--- config.mk ---
export PLATFORM = sky130hd
export DESIGN_NAME = shift_ctrl
export DESIGN_NICKNAME = d
export VERILOG_FILES = /design/src/rtl/shift_ctrl_pkg.sv /design/src/rtl/shift_ctrl.sv
export SDC_FILE = /design/constraint.sdc
export NUM_CORES = 1
export LEC_CHECK = 0
export BUFFER_PORTS_ARGS = -buffer_cell sky130_fd_sc_hd__clkbuf_2
export CORE_MARGIN = 2
export CORE_UTILIZATION = 45
export DETAILED_ROUTE_END_ITERATION = 10
export GPL_TIMING_DRIVEN = 0
export PLACE_DENSITY = 0.64
export SLEW_MARGIN = 5
export SYNTH_ARGS = -nofsm -noshare
export SYNTH_HDL_FRONTEND = slang
export SYNTH_SLANG_ARGS = --single-unit
--- constraint.sdc ---
create_clock -name CLK -period 1.91 [get_ports CLK]
set_clock_uncertainty 0.15 [all_clocks]
set_input_delay 0.191 -clock CLK [delete_from_list [all_inputs] [get_ports CLK]]
set_output_delay 0.191 -clock CLK [all_outputs]
set_load 0.02 [all_outputs]
--- src/rtl/shift_ctrl_pkg.sv ---
// ---------------------------------------------------------------------------
// shift_ctrl_pkg
//   Shared types and constants for the shift-register exchange controller.
//   - SHIFT_CTRL_WIDTH : default bits per transfer
//   - state_e          : controller FSM state encoding (binary)
// ---------------------------------------------------------------------------
package shift_ctrl_pkg;

   localparam int SHIFT_CTRL_WIDTH = 4;

   typedef enum logic [1:0] {
      IDLE  = 2'd0,
      SHIFT = 2'd1,
      DONE  = 2'd2
   } state_e;

endpackage

--- src/rtl/shift_ctrl.sv ---
// ---------------------------------------------------------------------------
// shift_ctrl
//   Exchanges one WIDTH-bit word with an external serial shift register.
//   The accepted word is shifted in LSB first while the old register
//   contents are sampled from the register's bit 0 and returned on rx_data.
//
//   Build option: define SHIFT_CTRL_B2B_EN to accept a new word in the DONE
//   cycle, giving back-to-back transfers every WIDTH+1 cycles. By default
//   DONE always returns to IDLE (minimum period WIDTH+2).
//
//   Ports:
//     CLK, Reset           clock, synchronous active-high reset
//     tx_valid/tx_data     requester word to exchange
//     tx_ready             word accepted this cycle when tx_valid is high
//     shift_en             shift-register enable
//     shift_in_o           serial bit into the register (0 when idle)
//     shift_out_i          register serial output (bit 0)
//     rx_valid             one-cycle pulse, rx_data holds the old contents
//     rx_data              previous register contents, held until next DONE
//     busy                 controller not in IDLE
// ---------------------------------------------------------------------------
module shift_ctrl
   import shift_ctrl_pkg::*;
#(
   parameter int WIDTH = SHIFT_CTRL_WIDTH
) (
   input  logic             CLK,
   input  logic             Reset,
   input  logic             tx_valid,
   input  logic [WIDTH-1:0] tx_data,
   output logic             tx_ready,
   output logic             shift_en,
   output logic             shift_in_o,
   input  logic             shift_out_i,
   output logic             rx_valid,
   output logic [WIDTH-1:0] rx_data,
   output logic             busy
);

   localparam int            CW   = (WIDTH > 1) ? $clog2(WIDTH) : 1;
   localparam logic [CW-1:0] LAST = CW'(WIDTH - 1);

   state_e           state_q, state_d;
   logic [CW-1:0]    cnt_q, cnt_d;
   logic [WIDTH-1:0] data_q, data_d;
   logic [WIDTH-1:0] acc_q, acc_d;
   logic [WIDTH-1:0] rx_data_q, rx_data_d;
   logic             accept;

   // ---------------- FSM ----------------
   always_ff @(posedge CLK) begin
      if (Reset) state_q <= IDLE;
      else       state_q <= state_d;
   end

   always_comb begin
      state_d  = state_q;
      tx_ready = 1'b0;
      shift_en = 1'b0;
      rx_valid = 1'b0;
      case (state_q)
         IDLE: begin
            // Ready is masked during reset so reset wins over tx_valid.
            tx_ready = ~Reset;
            if (tx_valid && tx_ready) state_d = SHIFT;
         end
         SHIFT: begin
            shift_en = 1'b1;
            if (cnt_q == LAST) state_d = DONE;
         end
         DONE: begin
            rx_valid = 1'b1;
`ifdef SHIFT_CTRL_B2B_EN
            tx_ready = ~Reset;
            state_d  = (tx_valid && tx_ready) ? SHIFT : IDLE;
`else
            state_d  = IDLE;
`endif
         end
         default: state_d = IDLE;
      endcase
   end

   assign accept     = tx_valid & tx_ready;
   assign busy       = (state_q != IDLE);
   assign shift_in_o = shift_en & data_q[cnt_q];
   assign rx_data    = rx_data_q;

   // ---------------- datapath ----------------
   always_comb begin
      data_d    = data_q;
      cnt_d     = cnt_q;
      acc_d     = acc_q;
      rx_data_d = rx_data_q;
      if (accept) begin
         data_d = tx_data;
         cnt_d  = '0;
      end else if (shift_en) begin
         acc_d[cnt_q] = shift_out_i;
         // Counter parks on the last index; publishing the completed word
         // here makes rx_data change exactly when rx_valid rises.
         if (cnt_q != LAST) cnt_d = cnt_q + CW'(1);
         else               rx_data_d = acc_d;
      end
   end

   always_ff @(posedge CLK) begin
      if (Reset) begin
         data_q    <= '0;
         cnt_q     <= '0;
         acc_q     <= '0;
         rx_data_q <= '0;
      end else begin
         data_q    <= data_d;
         cnt_q     <= cnt_d;
         acc_q     <= acc_d;
         rx_data_q <= rx_data_d;
      end
   end

endmodule
# Yosys cells after proc, flatten, opt, wreduce, memory -nomap -nowiden
# Index checks and enable logic that the tools add are counted.
[word_totals]
register_bits = 16
wordCells = 39
out_inout_bits = 9
[op_classes]
eq_ne = 6
magnitude_cmp = 2
n_reduce_logical = 9
add_sub_neg = 1
bitwise = 5
muxes = 11
[ops]
columns = ["operator", "n"]
rows = [
  ["inequality test 2 bit (second input constant)", 3],
  ["AND reduction 2 bit", 3],
  ["two-way mux 1 bit", 5],
  ["bitwise mux 4 bit", 1],
  ["== test 2 bit (second input constant)", 2],
  ["two-way mux 2 bit", 2],
  ["one-hot mux 2 bit (2 select lines)", 1],
  ["less-than comparator 2 x 3 -> 1 bit (second input constant)", 1],
  ["NOT 1 bit", 3],
  ["AND reduction 3 bit", 1],
  ["adder 2 x 1 -> 2 bit (second input constant)", 1],
  ["bitwise AND 1 bit", 2],
  ["binary-select mux 1 bit (select 2 bit)", 1],
  ["demux 1 bit (select 2 bit)", 1],
  ["== test 2 x 1 -> 1 bit (second input constant)", 1],
  ["greater-or-equal comparator 2 x 1 -> 1 bit (second input constant)", 1],
  ["logical AND 1 bit", 2],
  ["logical NOT 2 bit", 1],
  ["nonzero test 2 bit", 1],
  ["OR reduction 2 bit", 1],
]

# Logic depth before layout (Yosys ltp)
# Gate-level depths: netlist of the first run.
[depth]
ltp_word = 5
mapped_depth = 5
depth_no_buf = 5

# Worst setup path before layout of the first run
# No wires, ideal clock.
[synth_path]
path_kind = "register -> output"
start = "register cnt_q[0]"
end = "output shift_in_o"
required_time_ps = 1569
stages_incl_launch_ff = 3
arrival_time_ps = 1125
path_buffers = 0
path_slack_ps = 444
cell_sequence = "dfxtp_1 -> mux4_2 -> and2_1"
[synth_via]
elab_chain_cells = 3
[synth_lines]
columns = ["item", "line", "source"]
rows = [
  ["start, declared", "shift_ctrl.sv:44", "logic [CW-1:0] cnt_q, cnt_d;"],
  ["start signal, assigned", "shift_ctrl.sv:115", "cnt_q <= cnt_d;"],
  ["binary-select mux 1 bit (select 2 bit)", "shift_ctrl.sv:86", "assign shift_in_o = shift_en & data_q[cnt_q];"],
  ["two-way mux 1 bit (not written as such)", "shift_ctrl.sv:86", ""],
  ["bitwise AND 1 bit", "shift_ctrl.sv:86", ""],
  ["end, declared", "shift_ctrl.sv:33", "output logic shift_in_o,"],
]
# No other way between the ends. The select of a mux whose other input is x is not followed.

# Final worst setup path of the first run
# Same ends and word-level chain as after synthesis.

==> impl_metrics.json, run 1 <==
{
  "status": "finished clean",
  "die-area_mm2": 0.002054,
  "viasPerCell": 5.061,
  "ys_ff_latch": 15,
  "num_rows": 14,
  "post_cts.repair.setup_buffers": 0,
  "fillers": 138,
  "relSlewSlack_pct": 76.43,
  "holdWs_ps": 42.56,
  "clk_pin_slew_ps": 80,
  "cts_root_buffer": "clkbuf_4",
  "fp.dieW_um": 45.32,
  "p_clk_share_pct": 27.3,
  "arrival_ps": 1470,
  "place_area_um2": 868.3,
  "antenna_found_initial": 0,
  "wl_per_cell_um": 11.43,
  "overflow": 0,
  "period_share_pct": 94.66,
  "dr.pass1.iters": 4,
  "cts_buffers": 3,
  "finalInstanceArea_um2": 935.9,
  "hold_viol": 0,
  "rsz0062_at_grt": "false",
  "layout.cells.non_filler": 115,
  "pwr-share-comb_pct": 20.1,
  "ys_seq_area_share_pct": 39.09,
  "place_inst": 107,
  "p_int_mw": 0.4747,
  "utilization_pct": 60.03,
  "areaGrowthSynthToFinish_pct": 21.82,
  "grt_pass1_wl_um": 2290,
  "pin_count": 17,
  "cts.htree.levels": 1,
  "layout_common_cells": "clkbuf_2 (16), dfxtp_1 (14), nand2_1 (10)",
  "ir_drop_mv": 0.4959,
  "period_minus_slack_ps": 1808,
  "p_sw_mw": 0.1754,
  "power_mw": 0.6501,
  "grt_usage_pct": 15.72,
  "cp-start-kind": "flip-flop",
  "drcViolationCount": 0,
  "worst_slew_pin_slew_ps": 353.1,
  "first_iter_violations": 6,
  "max-cap-violations": 0,
  "portBuffers": 16,
  "syn_area_um2": 768.2,
  "cp_max_fo": 5,
  "cp.required_ps": 1570,
  "cts_tree": "yes",
  "hp-class": "in2reg",
  "postSynthAreaPerCell_um2": 10.24,
  "coreArea_mm2": 0.001559,
  "die_y_um": 45.32,
  "powerDensity_mw_per_mm2": 694.6,
  "path_class": "reg2out",
  "place_hpwl_um": 964.6,
  "drv_slew": 0,
  "syn_nets": 87,
  "drive_above_1_share_pct": 36.36,
  "initial_core_util_pct": 49.28,
  "yosysWarnings": 0,
  "final_common_cell": "clkbuf_2",
  "routed_wl_um": 1314,
  "place.gp.congestion": 0.7367,
  "yosysUniqueCellTypes": 24,
  "max_freq_ghz": 0.5531,
  "endpoint_kind": "output pin",
  "dr_total_vias": 582,
  "worst_slack_ps": 101.9,
  "pre_cts_slack_ps": 321.2,
  "clk_path_buf_depth": 2,
  "power_leakage_nw": 0.4246,
  "grt_pass1_vias": 514,
  "tns_ps": 0,
  "syn-instance-count": 75,
  "clkLatencyLatePin_ps": 270,
  "antennaDiodeCount": 0,
  "drtAntennaViolNets": 0,
  "fin_nets": 112,
  "p_seq_share_pct": 52.6,
  "grt_max_degree": 11,
  "clock_sinks": 15,
  "switching_share_pct": 26.98,
  "setup_viol": 0
}
==> cells by family after synthesis <==
family / after synthesis / synth area share, %
compound gates: 9 / 9.121
xor+xnor: 1 / 1.140
fa+ha+maj: 4 / 6.515
buf+inv: 7 / 6.514
flops: 15 / 39.09
mux: 8 / 12.05
simple gates: 31 / 25.57
==> synth_stat cells, drive strengths merged <==
| master | n | area share, % |
|---|---|---|
| nand2 | 10 | 4.9 |
| or2 | 1 | 0.81 |
| nor4b | 1 | 3.1 |
| nor2b | 1 | 0.81 |
| dfxtp | 15 | 39 |
| and3b | 1 | 1.1 |
| buf | 4 | 5.0 |
| o21ai | 4 | 2.6 |
| inv | 3 | 1.5 |
| mux4 | 1 | 2.9 |
| xnor2 | 1 | 1.1 |
| nand3b | 4 | 3.9 |
| a21oi | 1 | 0.65 |
| mux2i | 7 | 9.1 |
| nor3 | 2 | 2.6 |
| ha | 4 | 6.5 |
| a211oi | 3 | 4.9 |
| nor3b | 1 | 1.6 |
| and2 | 1 | 0.81 |
| and2b | 1 | 0.98 |
| nor2 | 8 | 4.9 |
| a21o | 1 | 0.98 |
==> metal layers <==
| metal | routed length [µm] | up-vias | global-route usage [%] |
|---|---|---|---|
| met4 | 18 | 0 | 7.059 |
| met3 | 58 | 2 | 6.000 |
| met2 | 541 | 11 | 21.43 |
| li1 | - | 302 | - |
| met5 | 0 | - | 0 |
| met1 | 695 | 267 | 21.78 |
==> worst max-delay path, cell delays in order (launching register included) <==
cell      delay (ps)
dfxtp_2          390
mux4_2           490
and2_1           160
clkbuf_2         140
==> worst paths after layout <==
check	start	slack (ps)	to	cells past startpoint
hold reg to reg	data_q[2]$_SDFFE_PP0P_	300	data_q[2]$_SDFFE_PP0P_	2
setup / recovery	cnt_q[0]$_SDFFE_PP0P_	100	shift_in_o	3
hold / removal	Reset	40	cnt_q[0]$_SDFFE_PP0P_	2
setup reg to reg	cnt_q[0]$_SDFFE_PP0P_	460	cnt_q[1]$_SDFFE_PP0P_	4
==> area by class of cell <==
class	instances	area (µm²)	share of cell area (%)
clock buffers	4	26.28	2.807
repair buffers	20	120.1	12.83
inverters	3	11.26	1.203
flip-flops and latches	15	301.5	32.22
well taps	16	20.02	2.139
multi-input cells	53	417.9	44.65
plain buffers	4	38.79	4.144
==> power by group through the flow <==
stage                     Combinational, mW  Sequential, mW  Clock, mW
after global routing                  0.144           0.344      0.202
after detailed placement              0.125           0.349          0
after global placement                0.124           0.348          0
final                                 0.131           0.342      0.177
after floorplan                      0.0949           0.346          0
after CTS                             0.132           0.341      0.186
==> registers in the layout, indices dropped and copies added, names as in the netlist <==
signal and count:
state_q 2, cnt_q 2, data_q 4, rx_data 4, acc_q 3
==> what timing repair did <==
action	4_1_cts	5_1_grt
hold buffers	4	0
endpoints found under the hold margin	4	0
endpoints found under the setup margin	0	1
resized for setup	0	1
No activity file was read; power rests on OpenSTA's default activity.
==> run 2, diff against run 1 <==
--- a/config.mk
+++ b/config.mk
@@ -11,6 +11,7 @@
 export DETAILED_ROUTE_END_ITERATION = 10
 export GPL_TIMING_DRIVEN = 0
 export PLACE_DENSITY = 0.64
+export SETUP_SLACK_MARGIN = 0.15
 export SLEW_MARGIN = 5
 export SYNTH_ARGS = -nofsm -noshare
 export SYNTH_HDL_FRONTEND = slang
==> constraint.sdc (replaced) <==
create_clock -name CLK -period 1.91 [get_ports CLK]
set_clock_uncertainty 0.15 [all_clocks]
set_input_delay 0.382 -clock CLK [delete_from_list [all_inputs] [get_ports CLK]]
set_output_delay 0.382 -clock CLK [all_outputs]
set_load 0.02 [all_outputs]
==> impl_metrics.json, run 2 (same netlist as run 1, synthesis figures left out) <==
{
  "drive_above_1_share_pct": 43.88,
  "powerDensity_mw_per_mm2": 699.6,
  "hold_path_depth": 3,
  "routed_wl_um": 1315,
  "hold_viol": 0,
  "drv_slew": 0,
  "endpoint_kind": "output pin",
  "status": "complete, but fails checks",
  "power_mw": 0.6661,
  "path_class": "reg2out",
  "rsz0062_at_grt": "true",
  "min_from": "tx_data[1]",
  "dr_total_vias": 577,
  "violations": "negative setup slack",
  "arrival_ps": 1390,
  "grt_pass1_vias": 516,
  "setup_viol": 1,
  "cts_tree": "yes",
  "rr_worst_depth": 5,
  "wl_per_cell_um": 11.54,
  "grt_pass1_wl_um": 2290,
  "hp-class": "in2reg",
  "clock_sinks": 15,
  "power_leakage_nw": 0.4308,
  "max-cap-violations": 0,
  "cts_buffers": 3,
  "worst_slack_ps": -7.840,
  "overflow": 0,
  "relSlewSlack_pct": 80.42,
  "period_minus_slack_ps": 1918,
  "clkLatencyLatePin_ps": 270,
  "ir_drop_mv": 0.4760,
  "pin_count": 17,
  "period_share_pct": 100.4,
  "cts_root_buffer": "clkbuf_4",
  "place_inst": 107,
  "holdWs_ps": 147.6,
  "grt_max_degree": 11,
  "place_area_um2": 868.3,
  "viasPerCell": 5.061,
  "die-area_mm2": 0.002054,
  "cts.htree.levels": 1,
  "final_common_cell": "clkbuf_2",
  "num_rows": 14,
  "fin_nets": 111,
  "cp_max_fo": 2,
  "clk_pin_slew_ps": 90,
  "drcViolationCount": 0,
  "fp.dieW_um": 45.32,
  "clk_path_buf_depth": 2,
  "cp.required_ps": 1380,
  "grt_usage_pct": 15.72,
  "antennaDiodeCount": 0,
  "cp-start-kind": "flip-flop",
  "layout.cells.non_filler": 114,
  "layout_common_cells": "clkbuf_2 (14), dfxtp_1 (12), nand2_1 (10)",
  "drtAntennaViolNets": 0,
  "antenna_found_initial": 0,
  "worst_slew_pin_slew_ps": 292.4,
  "portBuffers": 16,
  "areaGrowthSynthToFinish_pct": 23.94,
  "finalInstanceArea_um2": 952.2,
  "dr.pass1.iters": 3,
  "coreArea_mm2": 0.001559,
  "place_hpwl_um": 964.6,
  "first_iter_violations": 2,
  "die_y_um": 45.32,
  "initial_core_util_pct": 49.28,
  "max_freq_ghz": 0.5214,
  "crit_start": "cnt_q[0]$_SDFFE_PP0P_",
  "tns_ps": -7.840,
  "place.gp.congestion": 0.7367,
  "worstReg2RegStart": "cnt_q[0]$_SDFFE_PP0P_"
}
==> run 2: worst paths after layout <==
path              slack, ps                     end
setup / recovery         -8              shift_in_o
hold / removal          150  data_q[1]$_SDFFE_PP0P_
setup reg to reg        330   cnt_q[1]$_SDFFE_PP0P_
hold reg to reg         300  data_q[2]$_SDFFE_PP0P_
==> run 2: cell type report <==
class	instances	area [µm²]
flip-flops and latches	15	306.5
well taps	16	20.02
multi-input cells	53	430.4
plain buffers	4	38.79
fillers	135	606.8
inverters	3	11.26
clock buffers	4	26.28
repair buffers	19	118.9
==> run 2: report_power, final <==
part | leakage, nW | internal (mW) | switching [mW]
registers | 0.124 | 0.330 | 0.00921
logic | 0.292 | 0.0761 | 0.0741
clock network | 0.0150 | 0.0809 | 0.0957
total | 0.431 | 0.487 | 0.179
==> run 2: timing repair <==
| item | 4_1_cts | 5_1_grt |
|---|---|---|
| resized for setup | 9 | 5 |
| setup buffers | 3 | 0 |
| pin swaps | 2 | 1 |
| endpoints found under the setup margin | 2 | 2 |
| hold buffers | 0 | 0 |
==> run 2: critical path: stages, from the launching register on <==
cell	delay (ps)
dfxtp_4	360
mux4_2	480
and2_4	150
buf_8	120
==> run 2: routing by layer <==
| metal | track usage, % | share of wire (%) | up-vias |
|---|---|---|---|
| li1 | - | - | 298 |
| met1 | 22.28 | 52 | 266 |
| met2 | 20.86 | 42 | 11 |
| met3 | 6.000 | 4.5 | 2 |
| met4 | 7.059 | 1.4 | 0 |
| met5 | 0 | 0 | - |
==> run 2: through the flow <==
step	util [%]	setup slack, ps
after floorplan	-	252.9
after global placement	55.70	135.7
after detailed placement	55.70	130.2
after CTS	60.27	-36.02
after global routing	61.08	-49.55
final	61.08	-7.840
